$ cat src/rtl/jk_pkg.sv
// Shared encodings for the JK flip-flop bank excitation controller.
package jk_pkg;

    typedef enum logic [1:0] {
        MODE_LOAD = 2'b00,
        MODE_UP   = 2'b01,
        MODE_DOWN = 2'b10,
        MODE_HOLD = 2'b11
    } mode_t;

    typedef enum logic [2:0] {
        S_IDLE  = 3'd0,
        S_DRIVE = 3'd1,
        S_WAIT  = 3'd2,
        S_CHECK = 3'd3,
        S_ERR   = 3'd4
    } state_t;

endpackage

$ cat src/rtl/jk_excite.sv
// Minimal JK excitation: set bits that must rise, reset bits that must fall, never toggle.
module jk_excite #(
    parameter int WIDTH = 4
) (
    input  logic [WIDTH-1:0] q,
    input  logic [WIDTH-1:0] d,
    output logic [WIDTH-1:0] j,
    output logic [WIDTH-1:0] k
);

    assign j = ~q & d;
    assign k = q & ~d;

endmodule

$ cat src/rtl/jk_excite_ctrl.sv
// Drives J/K of a JK flop bank step by step, verifies Q after each update and
// retries a bounded number of times before latching a sticky error.
module jk_excite_ctrl
    import jk_pkg::*;
#(
    parameter int WIDTH     = 4,
    parameter int MAX_RETRY = 2
) (
    input  logic             CLK,
    input  logic             RST,
    input  logic [WIDTH-1:0] TGT,
    input  logic [1:0]       MODE,
    input  logic [7:0]       STEPS,
    input  logic             TGT_VALID,
    output logic             TGT_READY,
    output logic [WIDTH-1:0] J,
    output logic [WIDTH-1:0] K,
    input  logic [WIDTH-1:0] Q,
    output logic             BUSY,
    output logic             DONE,
    output logic             ERR,
    output logic [WIDTH-1:0] ERR_BIT
);

    localparam int RW = (MAX_RETRY > 0) ? $clog2(MAX_RETRY + 1) : 1;
    localparam logic [RW-1:0] RETRY_LIMIT = RW'(MAX_RETRY);

    state_t           state, state_n;
    logic [7:0]       step_cnt, step_n;
    logic [RW-1:0]    retry_cnt, retry_n;
    logic [WIDTH-1:0] j_q, j_n, k_q, k_n;
    logic [WIDTH-1:0] err_bit_q, err_bit_n;
    logic             done_q, done_n;
    logic             err_q, err_n;
    mode_t            mode_q, mode_n;
    logic [WIDTH-1:0] tgt_q, tgt_n;
    logic [WIDTH-1:0] exp_q, exp_n;
    logic [WIDTH-1:0] d;
    logic [WIDTH-1:0] ej, ek;

    // Retries re-aim at the value chosen on the first attempt, not at a fresh Q-relative value.
    always_comb begin
        d = Q;
        if (retry_cnt != '0) begin
            d = exp_q;
        end else begin
            case (mode_q)
                MODE_LOAD: d = tgt_q;
                MODE_UP:   d = Q + WIDTH'(1);
                MODE_DOWN: d = Q - WIDTH'(1);
                MODE_HOLD: d = Q;
                default:   d = Q;
            endcase
        end
    end

    jk_excite #(.WIDTH(WIDTH)) u_excite (
        .q (Q),
        .d (d),
        .j (ej),
        .k (ek)
    );

    assign TGT_READY = (state == S_IDLE) && !err_q && !RST;
    assign BUSY      = (state != S_IDLE) && (state != S_ERR);
    assign J         = j_q;
    assign K         = k_q;
    assign DONE      = done_q;
    assign ERR       = err_q;
    assign ERR_BIT   = err_bit_q;

    always_comb begin
        state_n   = state;
        step_n    = step_cnt;
        retry_n   = retry_cnt;
        j_n       = j_q;
        k_n       = k_q;
        done_n    = 1'b0;
        err_n     = err_q;
        err_bit_n = err_bit_q;
        mode_n    = mode_q;
        tgt_n     = tgt_q;
        exp_n     = exp_q;
        case (state)
            S_IDLE: begin
                j_n = '0;
                k_n = '0;
                if (TGT_VALID && TGT_READY) begin
                    mode_n  = mode_t'(MODE);
                    tgt_n   = TGT;
                    step_n  = (mode_t'(MODE) == MODE_LOAD) ? 8'd1 : STEPS;
                    retry_n = '0;
                    state_n = S_DRIVE;
                end
            end
            S_DRIVE: begin
                if (step_cnt == 8'd0) begin
                    done_n  = 1'b1;
                    state_n = S_IDLE;
                end else begin
                    j_n     = ej;
                    k_n     = ek;
                    exp_n   = d;
                    state_n = S_WAIT;
                end
            end
            S_WAIT: begin
                j_n     = '0;
                k_n     = '0;
                state_n = S_CHECK;
            end
            S_CHECK: begin
                if (Q == exp_q) begin
                    retry_n = '0;
                    step_n  = step_cnt - 8'd1;
                    if (step_cnt == 8'd1) begin
                        done_n  = 1'b1;
                        state_n = S_IDLE;
                    end else begin
                        state_n = S_DRIVE;
                    end
                end else if (retry_cnt < RETRY_LIMIT) begin
                    retry_n = retry_cnt + RW'(1);
                    state_n = S_DRIVE;
                end else begin
                    err_n     = 1'b1;
                    err_bit_n = Q ^ exp_q;
                    state_n   = S_ERR;
                end
            end
            S_ERR: begin
                j_n = '0;
                k_n = '0;
            end
            default: begin
                j_n     = '0;
                k_n     = '0;
                state_n = S_IDLE;
            end
        endcase
    end

    always_ff @(posedge CLK) begin
        if (RST) begin
            state     <= S_IDLE;
            step_cnt  <= '0;
            retry_cnt <= '0;
            j_q       <= '0;
            k_q       <= '0;
            done_q    <= 1'b0;
            err_q     <= 1'b0;
            err_bit_q <= '0;
        end else begin
            state     <= state_n;
            step_cnt  <= step_n;
            retry_cnt <= retry_n;
            j_q       <= j_n;
            k_q       <= k_n;
            done_q    <= done_n;
            err_q     <= err_n;
            err_bit_q <= err_bit_n;
        end
    end

    // Request fields and the expected value are pure data and need no reset.
    always_ff @(posedge CLK) begin
        mode_q <= mode_n;
        tgt_q  <= tgt_n;
        exp_q  <= exp_n;
    end

endmodule

$ cat config.mk
export PLATFORM = sky130hd
export DESIGN_NAME = jk_excite_ctrl
export DESIGN_NICKNAME = d
export VERILOG_FILES = /design/src/rtl/jk_pkg.sv /design/src/rtl/jk_excite.sv /design/src/rtl/jk_excite_ctrl.sv
export SDC_FILE = /design/constraint.sdc
export NUM_CORES = 1
export LEC_CHECK = 0
export ABC_AREA = 1
export CAP_MARGIN = 20
export CORE_AREA = 2 2 69 71
export DETAILED_ROUTE_END_ITERATION = 7
export DIE_AREA = 0 0 71 73
export GPL_ROUTABILITY_DRIVEN = 0
export PLACE_DENSITY = 0.74
export SETUP_SLACK_MARGIN = 0.02
export SKIP_LAST_GASP = 1
export SYNTH_ARGS = -nofsm -noshare
export SYNTH_HDL_FRONTEND = slang
export SYNTH_SLANG_ARGS = --single-unit
export TNS_END_PERCENT = 50
$ cat constraint.sdc
create_clock -name CLK -period 1.6 [get_ports CLK]
set_input_delay 0.32 -clock CLK [delete_from_list [all_inputs] [get_ports CLK]]
set_output_delay 0.32 -clock CLK [all_outputs]
set_load 0.02 [all_outputs]
==> qor.log <==
INFO  cells_and_area final_cell_mix=51 x sky130_fd_sc_hd__nand2_1, 42 x sky130_fd_sc_hd__buf_4, 30 x sky130_fd_sc_hd__clkdlybuf4s50_1
INFO  cts            worst_setup_hold_path_clk_slew=0.08ns
INFO  timing         setup_viol_count_final=10
INFO  min_path       worstHoldPathType=reg -> reg
INFO  synthesis      synth_cells=265
INFO  worst_setup_path path_cells=inv_2, ha_4, nand2_2, inv_2, nor2_4, ha_4, a21oi_4, nand3_2, nand2_1, o21ai_1, nand2_1, nand2_2
INFO  route          drt_pre_antenna_iters=4
INFO  synthesis      synth_seq_cells=37
INFO  worst_setup_path critPathMaxFanout=3
INFO  route          dr.first_iter.drc_count=152
INFO  global_route   grt_first_pass_wirelength=7850um
INFO  route          detail-route-antenna-nets=0
INFO  die            floorplan.io_pins=37
INFO  global_route   globalRouteTotalUtil=0.196
INFO  global_route   initial_antenna_violation_count=0
INFO  worst_setup_path required=1.64ns
INFO  cells_and_area final_cell_area=3040squm
INFO  cts            cts_max_level=2
INFO  worst_setup_path slowest_delay=0.40ns
INFO  worst_setup_path cp_top_family=simple AND/OR/NAND/NOR gates
INFO  timing         period_share=1.12
INFO  timing         worstMarginPinSlew=0.330ns
INFO  cells_and_area layout.cells.most_common=sky130_fd_sc_hd__nand2_1
INFO  timing         max_freq=556MHz
INFO  die            starting_density_of_the_core=0.442
INFO  synthesis      mapped_nets=294
INFO  cts            worstSkewPairLatency=0.29ns
INFO  die            die_width=71um
INFO  synthesis      synth_warnings=0
INFO  worst_setup_path critical_path.slowest_cell=sky130_fd_sc_hd__edfxtp_1
INFO  placed_design  placedCellCount=389
INFO  global_route   grt_start_max_net_pins=19
INFO  timing         maxSlewViolCount=0
INFO  cells_and_area num_antenna_cells=0
INFO  synthesis      synth.distinct_cells=35
INFO  worst_setup_path path_class=reg -> reg
INFO  timing         clock_skew=0.00936ns
INFO  cells_and_area synthToLayoutAreaGrowth=51.6%
INFO  worst_setup_path critical_path.startpoint_type=flip-flop
INFO  cts            cts_root_buffer=sky130_fd_sc_hd__clkbuf_8
INFO  placed_design  io_buffers=36
INFO  timing         finalCriticalPeriod=1.80ns
INFO  global_route   overflow=0
INFO  worst_setup_path crit_arrival=1.84ns
INFO  pwr            power_per_cell_area=793nW/um^2
INFO  outcome        violations=setup timing
INFO  pwr            power=2.41mW
INFO  timing         grt_setup_unrepaired=true
INFO  route          routed_wire_length_per_instance=12.9um
INFO  global_route   vias_in_the_first_global_route=1,845
INFO  route          routed_via_density=5.07
INFO  placed_design  worst_case_setup_slack_after_placement=-0.442ns
INFO  pwr            ir_worst_vdd=0.000418V
INFO  cells_and_area final_cells=402
INFO  synthesis      syn-cell-area=2010squm
INFO  pwr            power_leakage=1.34nW
INFO  synthesis      proportion_of_synthesized_chip_area_in_sequential_cells=0.419
INFO  die            die_footprint=5180squm
INFO  placed_design  placement.cell_area=2710squm
INFO  worst_setup_path crit_buf_inv=2
INFO  flow_run       cap_viol_max_count=0
INFO  outcome        run_status=finished with violations
INFO  die            rows=25
INFO  cts            cts-buffers-inserted=5
INFO  route          detail_route.drc_violations=0
INFO  placed_design  detailedPlacementHpwl=3620um
INFO  cells_and_area final_nets=376
INFO  cts            holdBufCountCts=0
INFO  timing         totalNegativeSetupSlack=-0.806ns
INFO  die            die_h=73um
INFO  timing         worst_slack=-0.198ns
INFO  cts            clk_path_buf_depth=2
INFO  worst_setup_path crit_end_category=flip-flop
INFO  die            core_area=4540squm
INFO  synthesis      average_instance_area_after_synthesis=7.57squm
INFO  route          routed_wl=5180um
INFO  cts            clk_sink_count=37
INFO  timing         timing.final.hold_violations=0
INFO  cells_and_area layout-drive-gt1-share=0.302
INFO  timing         slew_headroom=0.780
INFO  route          dr_total_vias=2,039
INFO  cts            cts_tree=yes
-- synthesized netlist by cell type (all sizes together) --
| cell | n | area (sq um) |
|---|---|---|
| nand2 | 67 | 259 |
| inv | 32 | 123 |
| a21oi | 27 | 139 |
| dfxtp | 27 | 541 |
| nor2 | 25 | 106 |
| o21ai | 20 | 100 |
| nand3 | 18 | 103 |
| edfxtp | 10 | 300 |
| ha | 8 | 100 |
| buf | 4 | 32.5 |
| nor3 | 4 | 20.0 |
| xnor2 | 4 | 42.6 |
| a31oi | 3 | 33.8 |
| nand4 | 3 | 18.8 |
| xor2 | 3 | 26.3 |
| clkinv | 2 | 8.75 |
| o31ai | 2 | 15.0 |
| a22oi | 1 | 7.51 |
| and2 | 1 | 6.26 |
| clkbuf | 1 | 3.75 |
| nand3b | 1 | 7.51 |
| nor4 | 1 | 6.26 |
| o211ai | 1 | 7.51 |
-- routing by layer --
layer / part of all wire / vias to the layer above / track usage / wire (um)
met5: 0 / - / 0 / 0
met4: 0.035 / 0 / 0.0776 / 179
met3: 0.048 / 18 / 0.0483 / 249
met2: 0.50 / 67 / 0.364 / 2620
met1: 0.41 / 918 / 0.212 / 2140
li1: - / 1036 / - / -
-- state kept, by name, indices dropped and copies added (netlist names) --
signal	flops
DONE	1
ERR	1
ERR_BIT	4
J	4
K	4
exp_q	4
mode_q	2
retry_cnt	2
state	3
step_cnt	8
tgt_q	4
-- power breakdown --
group	total (mW)	switching [mW]	internal (mW)
registers	1.06	0.0412	1.02
logic	0.720	0.370	0.350
clock network	0.635	0.335	0.300
-- what timing repair did --
| action | 4_1_cts | 5_1_grt |
|---|---|---|
| endpoints found under the setup margin | 31 | 45 |
| buffers inserted | 2 | 3 |
| pin swaps | 9 | 18 |
| gates resized for setup | 13 | 50 |
-- metrics by stage --
step                      utilization  hold slack, ns
after CTS                       0.626           0.456
after global placement          0.597           0.436
after global routing            0.671           0.478
after floorplan                     -           0.419
final                           0.671           0.454
after detailed placement        0.597           0.443
-- tightest hold or removal path, stage by stage, from the launching register on --
cell and delay [ns]:
sky130_fd_sc_hd__dfxtp_1 0.31, sky130_fd_sc_hd__nand2_1 0.06, sky130_fd_sc_hd__nand2_1 0.04
-- kinds of logic (layout without fill, tap and decap cells) --
family / after synthesis / after routing / synth area share
AND/OR/NAND/NOR: 120 / 120 / 0.262
XOR/XNOR: 7 / 7 / 0.0343
AO/OA/AOI/OAI: 54 / 54 / 0.151
adder cells (fa/ha/maj): 8 / 8 / 0.0499
flip-flops: 37 / 37 / 0.419
buffers and inverters: 39 / 122 / 0.0835
-- worst paths after layout --
check / start / endpoint / slack (ns) / cells past startpoint
setup / recovery: mode_q[0] / exp_q[2] / -0.20 / 12
hold / removal: J[2] / J[2] / 0.45 / 2
setup reg to reg: mode_q[0] / exp_q[2] / -0.20 / 12
hold reg to reg: J[2] / J[2] / 0.45 / 2
-- final cells by class --
| class | instances | area, sq um |
|---|---|---|
| clock inverter | 3 | 17.5 |
| clock buffer | 5 | 68.8 |
| sequential | 37 | 842 |
| inverter | 34 | 135 |
| multi-input combinational | 189 | 1200 |
| timing repair buffer | 80 | 711 |
| tap | 54 | 67.6 |
| fill | 352 | 1490 |
Note: power is estimated with default switching activity, not from simulation.
